**src/rtl/nibble_serial_adder16_pkg.sv**
```systemverilog
// Shared widths, slice geometry and FSM state type for the nibble-serial 16-bit adder.
package nibble_serial_adder16_pkg;

  localparam int unsigned N       = 16;
  localparam int unsigned SLICE   = 4;
  localparam int unsigned NSLICES = N / SLICE;
  localparam int unsigned IdxW    = $clog2(NSLICES);

  typedef enum logic [1:0] {
    StIdle,
    StRun,
    StDone
  } state_e;

endpackage

```
**src/rtl/nibble_serial_adder16_if.sv**
```systemverilog
// Request/result bundle between the ALU (master) and the serial adder (slave).
interface nibble_serial_adder16_if;
  import nibble_serial_adder16_pkg::*;

  logic         start;
  logic [N-1:0] inp1;
  logic [N-1:0] inp2;
  logic         cin;
  logic [N-1:0] sum;
  logic         co;
  logic         ovf;
  logic         busy;
  logic         done;

  modport master (
    output start, inp1, inp2, cin,
    input  sum, co, ovf, busy, done
  );

  modport slave (
    input  start, inp1, inp2, cin,
    output sum, co, ovf, busy, done
  );

endinterface

```
**src/rtl/nibble_serial_adder16_add4.sv**
```systemverilog
// Combinational 4-bit ripple adder built from full-adder bit cells; exposes the MSB carry-in.
module nibble_add4 (
  input  logic [3:0] a_i,
  input  logic [3:0] b_i,
  input  logic       ci_i,
  output logic [3:0] s_o,
  output logic       c3_o,
  output logic       co_o
);

  logic [4:0] c;

  assign c[0] = ci_i;

  for (genvar i = 0; i < 4; i++) begin : g_fa
    assign s_o[i]   = a_i[i] ^ b_i[i] ^ c[i];
    assign c[i+1]   = (a_i[i] & b_i[i]) | (c[i] & (a_i[i] ^ b_i[i]));
  end

  assign c3_o = c[3];
  assign co_o = c[4];

endmodule

```
**src/rtl/nibble_serial_adder16.sv**
```systemverilog
// 16-bit adder computing one nibble per cycle, LSB first, through a single 4-bit slice.
module nibble_serial_adder16
  import nibble_serial_adder16_pkg::*;
(
  input  logic clk,
  input  logic rst,
  nibble_serial_adder16_if.slave bus
);

  state_e            state_q, state_d;
  logic [IdxW-1:0]   idx_q, idx_d;
  logic              carry_q, carry_d;
  logic [N-1:0]      op_a_q, op_a_d;
  logic [N-1:0]      op_b_q, op_b_d;
  logic [N-1:0]      sum_q, sum_d;
  logic              co_q, co_d;
  logic              ovf_q, ovf_d;

  logic [SLICE-1:0]  slice_a, slice_b, slice_s;
  logic              slice_c3, slice_co;

  assign slice_a = op_a_q[int'(idx_q) * SLICE +: SLICE];
  assign slice_b = op_b_q[int'(idx_q) * SLICE +: SLICE];

  nibble_add4 u_slice (
    .a_i  (slice_a),
    .b_i  (slice_b),
    .ci_i (carry_q),
    .s_o  (slice_s),
    .c3_o (slice_c3),
    .co_o (slice_co)
  );

  always_comb begin
    state_d = state_q;
    idx_d   = idx_q;
    carry_d = carry_q;
    op_a_d  = op_a_q;
    op_b_d  = op_b_q;
    sum_d   = sum_q;
    co_d    = co_q;
    ovf_d   = ovf_q;

    unique case (state_q)
      // DONE accepts a new request exactly like IDLE for back-to-back issue.
      StIdle, StDone: begin
        if (bus.start) begin
          op_a_d  = bus.inp1;
          op_b_d  = bus.inp2;
          carry_d = bus.cin;
          idx_d   = '0;
          sum_d   = '0;
          co_d    = 1'b0;
          ovf_d   = 1'b0;
          state_d = StRun;
        end else begin
          state_d = StIdle;
        end
      end
      StRun: begin
        sum_d[int'(idx_q) * SLICE +: SLICE] = slice_s;
        carry_d = slice_co;
        idx_d   = idx_q + IdxW'(1);
        if (idx_q == IdxW'(NSLICES - 1)) begin
          co_d    = slice_co;
          ovf_d   = slice_c3 ^ slice_co;
          state_d = StDone;
        end
      end
      default: state_d = StIdle;
    endcase
  end

  always_ff @(posedge clk) begin
    if (rst) begin
      state_q <= StIdle;
      idx_q   <= '0;
      carry_q <= 1'b0;
      op_a_q  <= '0;
      op_b_q  <= '0;
      sum_q   <= '0;
      co_q    <= 1'b0;
      ovf_q   <= 1'b0;
    end else begin
      state_q <= state_d;
      idx_q   <= idx_d;
      carry_q <= carry_d;
      op_a_q  <= op_a_d;
      op_b_q  <= op_b_d;
      sum_q   <= sum_d;
      co_q    <= co_d;
      ovf_q   <= ovf_d;
    end
  end

  assign bus.sum  = sum_q;
  assign bus.co   = co_q;
  assign bus.ovf  = ovf_q;
  assign bus.busy = (state_q == StRun);
  assign bus.done = (state_q == StDone);

endmodule

```
**src/flat_wrapper.sv**
```systemverilog
// flat-port wrapper written by rule: the top's interface ports become plain ports
module nibble_serial_adder16_flat import nibble_serial_adder16_pkg::*;
  (clk, rst, bus_start, bus_inp1, bus_inp2, bus_cin, bus_sum, bus_co, bus_ovf, bus_busy, bus_done);
  nibble_serial_adder16_if bus_i ();
  input  logic clk;
  input  logic rst;
  input wire logic [$bits(bus_i.start)-1:0] bus_start;
  input wire logic [$bits(bus_i.inp1)-1:0] bus_inp1;
  input wire logic [$bits(bus_i.inp2)-1:0] bus_inp2;
  input wire logic [$bits(bus_i.cin)-1:0] bus_cin;
  output wire logic [$bits(bus_i.sum)-1:0] bus_sum;
  output wire logic [$bits(bus_i.co)-1:0] bus_co;
  output wire logic [$bits(bus_i.ovf)-1:0] bus_ovf;
  output wire logic [$bits(bus_i.busy)-1:0] bus_busy;
  output wire logic [$bits(bus_i.done)-1:0] bus_done;
  assign bus_i.start = bus_start;
  assign bus_i.inp1 = bus_inp1;
  assign bus_i.inp2 = bus_inp2;
  assign bus_i.cin = bus_cin;
  assign bus_sum = bus_i.sum;
  assign bus_co = bus_i.co;
  assign bus_ovf = bus_i.ovf;
  assign bus_busy = bus_i.busy;
  assign bus_done = bus_i.done;
  nibble_serial_adder16 u_core (.clk(clk), .rst(rst), .bus(bus_i));
endmodule
```
**config.mk**
```make
export PLATFORM = sky130hd
export DESIGN_NAME = nibble_serial_adder16_flat
export DESIGN_NICKNAME = d
export VERILOG_FILES = /design/src/rtl/nibble_serial_adder16_pkg.sv /design/src/rtl/nibble_serial_adder16_if.sv /design/src/rtl/nibble_serial_adder16_add4.sv /design/src/rtl/nibble_serial_adder16.sv /design/src/flat_wrapper.sv
export SDC_FILE = /design/constraint.sdc
export NUM_CORES = 1
export LEC_CHECK = 0
export ABC_AREA = 1
export CORE_AREA = 5 5 77 79
export CTS_BUF_LIST = sky130_fd_sc_hd__clkbuf_8
export DETAILED_ROUTE_END_ITERATION = 8
export DIE_AREA = 0 0 82 84
export GPL_TIMING_DRIVEN = 1
export PLACE_DENSITY = 0.9
export SETUP_SLACK_MARGIN = 0.4
export SKIP_CTS_REPAIR_TIMING = 1
export SLEW_MARGIN = 20
export SYNTH_ARGS = -nofsm -noshare
export SYNTH_HDL_FRONTEND = slang
export SYNTH_HIERARCHICAL = 1
export SYNTH_SLANG_ARGS = --single-unit
```
**constraint.sdc**
```tcl
create_clock -name clk -period 4.05 [get_ports clk]
set_clock_uncertainty 0.05 [all_clocks]
set_input_delay 0.6075 -clock clk [delete_from_list [all_inputs] [get_ports clk]]
set_output_delay 0.6075 -clock clk [all_outputs]
set_load 0.02 [all_outputs]
```
---- Word level (Yosys, flattened, before mapping) ----
Index checks and enable logic that the tools add are counted.
cells by class
  $add $sub $neg .......................... 2
  equality and inequality tests ........... 5
  shift operators ......................... 4
  mux-type cells .......................... 15
  bitwise logic cells ..................... 21
  reductions and logical operators ........ 6
operator list
  kind                     number
  $neg 4->34               1
  $shift 4x34->16 const A  1
  $shiftx 4x34->16         1
  $pmux 16 s2              1
  $shiftx 16x5->4          2
  $bwmux 16                1
  $mux 16                  1
  $xor 1x1->1              9
  $and 1x1->1              8
  $pmux 2 s2               2
  $pmux 1 s2               3
  $mux 1                   5
  $eq 2x2->1 const B       2
  $mux 2                   2
  $or 1x1->1               4
  $reduce_and 2->1         2
  $reduce_and 3->1         1
  $add 2x1->2 const B      1
  $eq 2x1->1 const B       1
  $logic_not 2->1          1
  $ne 2x1->1 const B       1
  $ne 2x2->1 const B       1
  $reduce_bool 2->1        1
  $reduce_or 2->1          1
storage, ports and cells
  register bits ........................... 55
  input bits .............................. 36
  logic and storage cells ................. 61

---- Longest topological paths before layout ----
Gate-level depths: netlist of run 1.
  depth in word-level cells ............... 13
  gate-level depth with buffers ........... 15
  depth with buffers taken out ............ 13

---- By module ----
Netlist of run 1, hierarchy kept.
by module, submodules not included
  module                 times used  cells an instance  area each (um^2)  seq. area each (um^2)
  nibble_serial_adder16  1           339                2499.9            1101.1
  nibble_add4            1           12                 110.1             0.0

---- Worst setup path after synthesis of run 1 ----
OpenSTA, ideal clock, no wires.
  path type ............................... reg2reg
  start point ............................. register u_core.idx_q[0]
  end point ............................... register u_core.sum_q[15], in the netlist u_core/bus.sum[15]
  library setup time ...................... 0.134 ns
  data arrival time ....................... 2.720 ns
  setup slack ............................. 1.146 ns
  stages on the path, launching flop included .. 16
  cell sequence ........................... dfxtp_1 -> buf_4 -> inv_2 -> buf_2 -> nor2_1 -> o22ai_1 -> fa_1 -> inv_1 -> fa_1 -> fa_1 -> inv_1 -> fa_1 -> nand2_1 -> nor2_1 -> nand2_1 -> a21oi_1
on the way
  cells in the longest elaborated chain, start to end .. 12
  elaborated cells on any way between the ends .. 24
  those cells by class .................... add/sub: 1; shift: 4; mux: 2; bitwise: 17
ends and longest elaborated chain
  item                    line                              RTL
  start, declared         nibble_serial_adder16.sv:11       logic [IdxW-1:0] idx_q, idx_d;
  start signal, assigned  nibble_serial_adder16.sv:86       idx_q <= idx_d;
  $shiftx 16x5->4 (*)     nibble_serial_adder16.sv:22       assign slice_a = op_a_q[int'(idx_q) * SLICE +: SLICE];
  via u_core.slice_a[0]   nibble_serial_adder16.sv:19       logic [SLICE-1:0] slice_a, slice_b, slice_s;
  $xor 1x1->1             nibble_serial_adder16_add4.sv:17  assign c[i+1] = (a_i[i] & b_i[i]) | (c[i] & (a_i[i] ^ b_i[i]));
  $and 1x1->1             nibble_serial_adder16_add4.sv:17
  $or 1x1->1 (*)          nibble_serial_adder16_add4.sv:17
  $and 1x1->1 (*)         nibble_serial_adder16_add4.sv:17
  $or 1x1->1 (*)          nibble_serial_adder16_add4.sv:17
  $and 1x1->1 (*)         nibble_serial_adder16_add4.sv:17
  $or 1x1->1 (*)          nibble_serial_adder16_add4.sv:17
  via u_core.slice_c3     nibble_serial_adder16.sv:20       logic slice_c3, slice_co;
  $xor 1x1->1 (*)         nibble_serial_adder16_add4.sv:16  assign s_o[i] = a_i[i] ^ b_i[i] ^ c[i];
  via u_core.slice_s[3]   nibble_serial_adder16.sv:19
  $shiftx 4x34->16 (*)    nibble_serial_adder16.sv:61       sum_d[int'(idx_q) * SLICE +: SLICE] = slice_s;
  $bwmux 16 (*)           nibble_serial_adder16.sv:61
  $pmux 16 s2 (*)         nibble_serial_adder16.sv:44       unique case (state_q)
  end signal, assigned    nibble_serial_adder16.sv:90       sum_q <= sum_d;
  end, declared           nibble_serial_adder16.sv:15       logic [N-1:0] sum_q, sum_d;
Mark *: on every way through the listed nets, which the timed path passes. The rest lies on a longest branch.
A chain may end at the register's enable or synchronous reset.

---- Worst setup path in the final report of run 1 ----
  start point ............................. register u_core.idx_q[0]
  end point ............................... register u_core.sum_q[7], in the netlist u_core/bus.sum[7]
on the way
  cells in the longest elaborated chain, start to end .. 12
  elaborated cells on any way between the ends .. 24
  those cells by class .................... add/sub: 1; shift: 4; mux: 2; bitwise: 17
ends and longest elaborated chain
  item                   line                              RTL
  $shiftx 16x5->4 (*)    nibble_serial_adder16.sv:23       assign slice_b = op_b_q[int'(idx_q) * SLICE +: SLICE];
  via u_core.slice_b[0]  nibble_serial_adder16.sv:19
  $xor 1x1->1            nibble_serial_adder16_add4.sv:17
  $and 1x1->1            nibble_serial_adder16_add4.sv:17
  $or 1x1->1 (*)         nibble_serial_adder16_add4.sv:17
  $and 1x1->1 (*)        nibble_serial_adder16_add4.sv:17
  $or 1x1->1 (*)         nibble_serial_adder16_add4.sv:17
  $and 1x1->1 (*)        nibble_serial_adder16_add4.sv:17
  $or 1x1->1 (*)         nibble_serial_adder16_add4.sv:17
  via u_core.slice_c3    nibble_serial_adder16.sv:20
  $xor 1x1->1 (*)        nibble_serial_adder16_add4.sv:16
  via u_core.slice_s[3]  nibble_serial_adder16.sv:19
  $shiftx 4x34->16 (*)   nibble_serial_adder16.sv:61
  $bwmux 16 (*)          nibble_serial_adder16.sv:61
  $pmux 16 s2 (*)        nibble_serial_adder16.sv:44
Marked as above.

==> flow_summary.ini, run 1 <==
[routing]
drc = 0
via_count = 2386
routedWlPerCell_um = 12.64
first_pass_iters = 4
drtAntennaViolNets = 0
drt-initial-drc-count = 138
avgViaCountPerCell = 5.109
wirelength_um = 5905

[critical_path]
crit_path_start_kind = register
crit_path_frequent_cell = fa_1
setup.worst_path.class = reg2reg
cpLargestDelayFamily = adder cells
slowest_delay_ns = 0.54
critical_path_required_ns = 4.17
worstPathArrival_ns = 3.37
cp_max_fo = 12
slowest_stage = dfxtp_1
path_cells = buf_4 > o21ai_0 > o22ai_1 > fa_1 > inv_1 > fa_1 > fa_1 > inv_1 > fa_1 > nand2_1 > nor2_1 > nand2_1 > a21oi_1
cp.buffers_inverters = 3
critPathCaptureType = register

[sta]
setup_viol = 0
tns_ns = 0
fin_ws_ns = 0.7953
max_freq_mhz = 307.2
period_share = 0.8036
slew_headroom = 0.3533
finalHoldViolations = 0
slew_violations = 0
tightest_slew_ns = 0.9690
rsz0062_at_grt = no
fin_crit_ns = 3.255

[global_routing]
grt_pass1_vias = 2304
antenna_found_initial = 0
grtUsageTotal = 0.1786
grt_max_degree = 51
gr-total-overflow = 0
grt_pass1_wl_um = 9729

[synth]
yosys-top-cells-area = dfxtp_1 42%, nor2_1 15%, o21ai_0 9.2%
syn-cell-area_um2 = 2610
synth_cells = 351
synth-edff-count = 0
yosysTopAreaCell = dfxtp_1
syn_nets = 397
yosysWarnings = 6
ys.flop_type = dfxtp_1
ys_types = 30
synthArstFlopShare = 0
yosysSeqAreaShare = 0.4219
synth_top_area_frac = 0.4219
avgSynthCellArea_um2 = 7.436
synth_seq_cells = 55

[pwr]
p_int_mw = 0.8007
power_mw = 1.135
p_comb_frac = 0.224
power.share.clock = 0.245
p_sw_mw = 0.3343
p_per_area_nw_per_um2 = 354.2
vdd_drop_max_mv = 0.1983
swShare = 0.2946
cellLeakagePower_nw = 1.302
pwr-share-seq = 0.531

[clock_tree]
clk_latency_ns = 0.31
root_buffer = clkbuf_8
cts.clk_slew.worst_paths_ns = 0.09
clock_sinks = 55
cts_made_buffers = 5
cts_tree = yes
max-clock-path-buffers = 2
htree_levels = 2

[floorplan]
start_util = 0.4953
coreArea_um2 = 5270
die_h_um = 84
row_count = 27
die_area_um2 = 6888
ios = 56
die_w_um = 82

[placement]
place_ws_ns = 0.9144
hpwlAfterDp_um = 4345
dpl_cell_area_um2 = 3123
gp_congestion = 0.9167
numPortBuffers = 55

[worst_hold_path]
hp-class = reg2reg

[cells_and_area]
final_nets = 440
fillers = 498
antennaDiodeCount = 0
drive_above_1_share = 0.05570
final_cell_area_um2 = 3204
area_delta_synth_final_pct = 22.77

[outcome]
status = complete, no violations

[flow_run]
maxCapViolations = 0
cells in the final DEF, fill, tap and decap left out, drive strengths merged, types with 2 or more instances in the layout:
master	count
a21oi	15
clkbuf	5
clkdlybuf4s50	55
dfxtp	55
fa	4
ha	6
inv	25
nand2	37
nand3	21
nand3b	4
nand4	2
nor2	104
o21ai	49
o22ai	8
power groups by stage:
| stage | sequential [mW] | combinational [mW] | clock, mW |
|---|---|---|---|
| finish | 0.603 | 0.254 | 0.278 |
| global route | 0.607 | 0.289 | 0.313 |
| CTS | 0.603 | 0.254 | 0.285 |
| detailed placement | 0.615 | 0.252 | 0 |
| global placement | 0.614 | 0.242 | 0 |
| floorplan | 0.608 | 0.183 | 0 |
stage by stage:
stage          utilization  cells  hold slack (ns)
2_1_floorplan            -    351           0.3990
3_5_place_dp        0.5926    459           0.4151
3_3_place_gp        0.5926    459           0.4044
6_report            0.6080    467           0.4334
4_1_cts             0.6080    467           0.4302
5_1_grt             0.6080    467           0.4550
kinds of logic after synthesis:
group | after synthesis | share of synthesized area
DFF | 55 | 0.4219
xor gates and xnor gates | 1 | 0.003356
adders and majority gates | 10 | 0.05944
and+or+nand+nor | 169 | 0.2819
AOI/OAI and AO/OA | 73 | 0.1477
buffers and inverters | 43 | 0.08580
area by class of cell:
| class | count | area [um^2] | share of cell area |
|---|---|---|---|
| clock buffers | 5 | 68.82 | 0.02148 |
| clock inverters | 3 | 12.51 | 0.003905 |
| inverters | 23 | 88.84 | 0.02772 |
| multi-input cells | 253 | 1285 | 0.4010 |
| flip-flops and latches | 55 | 1101 | 0.3436 |
| well taps | 72 | 90.09 | 0.02811 |
| repair buffers | 56 | 558.0 | 0.1742 |
worst min-delay path: stages (launching register included):
cell and delay [ns]:
dfxtp_1 0.33, nor2_1 0.05, nor2_1 0.08
cells in the mapped netlist (6+ instances only):
cell	count
o22ai_1	8
ha_1	6
nor2_1	102
a21oi_1	14
inv_1	18
nand3_1	19
dfxtp_1	55
o21ai_0	48
buf_2	6
nand2_1	33
flip-flops by register name, summed over array words and instances (netlist names):
signal,cells
u_core/bus.sum,16
u_core/op_a_q,16
u_core/op_b_q,16
u_core/idx_q,2
u_core/state_q,2
u_core/bus.co,1
u_core/bus.ovf,1
u_core/carry_q,1
layer usage:
| metal | GRT usage | share of wire | routed length, um |
|---|---|---|---|
| met3 | 0.03996 | 0.071 | 420 |
| met2 | 0.3057 | 0.50 | 2962 |
| met5 | 0 | 0 | 0 |
| met1 | 0.2050 | 0.40 | 2364 |
| met4 | 0.08459 | 0.027 | 157 |
path summary, 6_finish.rpt:
path,startpoint,end,slack (ns),depth (start not counted)
max,u_core/idx_q[0]$_SDFFE_PP0P_,u_core/bus.sum[7]$_SDFFE_PP0P_,0.80,13
min,u_core/op_b_q[10]$_SDFFE_PP0P_,u_core/op_b_q[10]$_SDFFE_PP0P_,0.43,2
max reg2reg,u_core/idx_q[0]$_SDFFE_PP0P_,u_core/bus.sum[7]$_SDFFE_PP0P_,0.80,13
min reg2reg,u_core/op_b_q[10]$_SDFFE_PP0P_,u_core/op_b_q[10]$_SDFFE_PP0P_,0.43,2
No activity file was read; power rests on OpenSTA's default activity.
==> run 2: changes to the inputs <==
- CORE_AREA: 5 5 77 79 -> 5 5 81 83
- DIE_AREA: 0 0 82 84 -> 0 0 86 88
- PLACE_DENSITY: 0.9 -> 0.86
- clock period: 4.05 -> 2.9 ns (I/O delays scaled with it)
==> run 2 against run 1 <==
Maximum frequency up 18%; critical path depth is 1 lower; non-clock buffer count rose by 14; via count is 4.1% higher; global-route usage fell by 2.2 points; combinational power rose by 61%; highest routed layer unchanged.
==> flow_summary.ini, run 2 (synthesis gave the netlist of run 1 again) <==
[sta]
slew_headroom = 0.6649
setup_viol = 0
fin_crit_ns = 2.752
whs_ns = 0.4295
fin_ws_ns = 0.1479
period_share = 0.9490
tns_ns = 0
rsz0062_at_grt = yes
max_freq_mhz = 363.4
tightest_slew_ns = 0.5021
finalHoldViolations = 0
slew_violations = 0

[critical_path]
critPathCaptureType = register
setup.worst_path.class = reg2reg
crit_path_start_kind = register
cp_max_fo = 7
critical_path_required_ns = 3.09
worstPathArrival_ns = 2.94

[placement]
dpl_cell_area_um2 = 3196
hpwlAfterDp_um = 4476
gp_congestion = 0.8997
place_ws_ns = 0.08453
place_inst = 468
numPortBuffers = 55

[cells_and_area]
final_common_cell = nor2_1
finalNonFillerCells = 485
final_cell_area_um2 = 3437
drive_above_1_share = 0.1415
final_nets = 455
fin_util = 0.5946
final_cell_mix = 98 x nor2_1, 55 x clkdlybuf4s50_1, 53 x dfxtp_1, 45 x o21ai_0, 31 x nand2_1
multi_input_area_um2 = 1339
seq_area_um2 = 1109
antennaDiodeCount = 0
area_delta_synth_final_pct = 31.69
fillers = 548

[global_routing]
gr-total-overflow = 0
grtUsageTotal = 0.1563
grt_pass1_vias = 2235
grt_max_degree = 51
antenna_found_initial = 0
grt_pass1_wl_um = 9522

[pwr]
p_int_mw = 1.206
vdd_drop_max_mv = 0.2646
p_comb_frac = 0.241
cellLeakagePower_nw = 1.401
p_sw_mw = 0.4932
pwr-share-seq = 0.497
power_mw = 1.699
power.share.clock = 0.262
p_per_area_nw_per_um2 = 494.5
swShare = 0.2902

[clock_tree]
cts_tree = yes
max-clock-path-buffers = 2
clock_sinks = 55
cts.clk_slew.worst_paths_ns = 0.09
clk_latency_ns = 0.30
root_buffer = clkbuf_8
cts_made_buffers = 5
htree_levels = 2

[floorplan]
die_area_um2 = 7568
die_h_um = 88
start_util = 0.4515
die_w_um = 86
ios = 56
row_count = 28
coreArea_um2 = 5781

[routing]
drc = 0
via_count = 2484
first_pass_iters = 5
avgViaCountPerCell = 5.122
wirelength_um = 6186
routedWlPerCell_um = 12.75
drtAntennaViolNets = 0
drt-initial-drc-count = 98

[worst_hold_path]
hp-class = reg2reg

[flow_run]
maxCapViolations = 0

[outcome]
status = complete, no violations
## run 2: cell types whose count changed in the layout (fill, tap and decap cells not counted), moves of 3 or more
| cell | previous run | this run |
|---|---|---|
| buf_4 | 1 | 11 |
| fa_1 | 4 | 0 |
| fa_2 | 0 | 4 |
| inv_1 | 20 | 16 |
| nor2_1 | 102 | 98 |
| nor2_2 | 0 | 3 |
| o21ai_0 | 48 | 45 |
## run 2: final timing paths
check | startpoint | end | slack, ns | cells past startpoint
worst max register to register | u_core/idx_q[0]$_SDFFE_PP0P_ | u_core/bus.sum[7]$_SDFFE_PP0P_ | 0.15 | 12
worst min-delay path | u_core/bus.co$_SDFFE_PP0P_ | u_core/bus.co$_SDFFE_PP0P_ | 0.43 | 2
worst max-delay path | u_core/idx_q[0]$_SDFFE_PP0P_ | u_core/bus.sum[7]$_SDFFE_PP0P_ | 0.15 | 12
worst min register to register | u_core/bus.co$_SDFFE_PP0P_ | u_core/bus.co$_SDFFE_PP0P_ | 0.43 | 2
## run 2: layer usage
metal / global-route usage / routed length, um / share of wire / vias to the layer above
met4: 0.04604 / 78 / 0.013 / 0
met3: 0.03481 / 411 / 0.066 / 8
met2: 0.2943 / 3179 / 0.51 / 99
met5: 0 / 0 / 0 / -
li1: - / - / - / 1251
met1: 0.1754 / 2518 / 0.41 / 1126
## run 2: area by class of cell
cell class                      instances  share of cell area
Tap cell                               75             0.02730
Clock inverter                          1            0.001092
Timing Repair inverter                  1            0.001820
Timing Repair Buffer                   70              0.2009
Multi-Input combinational cell        253              0.3895
Inverter                               23             0.02876
Clock buffer                            7             0.02803
Sequential cell                        55              0.3225
## run 2: worst max-delay path: stages (launching register included)
cell     delay, ns
dfxtp_4       0.40
o21ai_0       0.30
o22ai_2       0.14
fa_2          0.35
inv_2         0.07
fa_2          0.19
fa_2          0.20
inv_2         0.05
fa_2          0.56
nand2_2       0.08
nor2_2        0.12
nand2_1       0.06
a21oi_1       0.12
## run 2: power by group through the flow
| stage | Clock [mW] | Sequential (mW) | Combinational (mW) |
|---|---|---|---|
| 5_1_grt | 0.487 | 0.850 | 0.453 |
| 6_report | 0.446 | 0.845 | 0.409 |
| 4_1_cts | 0.460 | 0.844 | 0.366 |
| 3_5_place_dp | 0 | 0.861 | 0.365 |
| 2_1_floorplan | 0 | 0.850 | 0.264 |
| 3_3_place_gp | 0 | 0.859 | 0.351 |
==> run 3: changes to the inputs <==
- SLEW_MARGIN: 20 -> 10
==> results of run 3 <==
No change in the layout: final DEF, timing and power equal those of run 2.
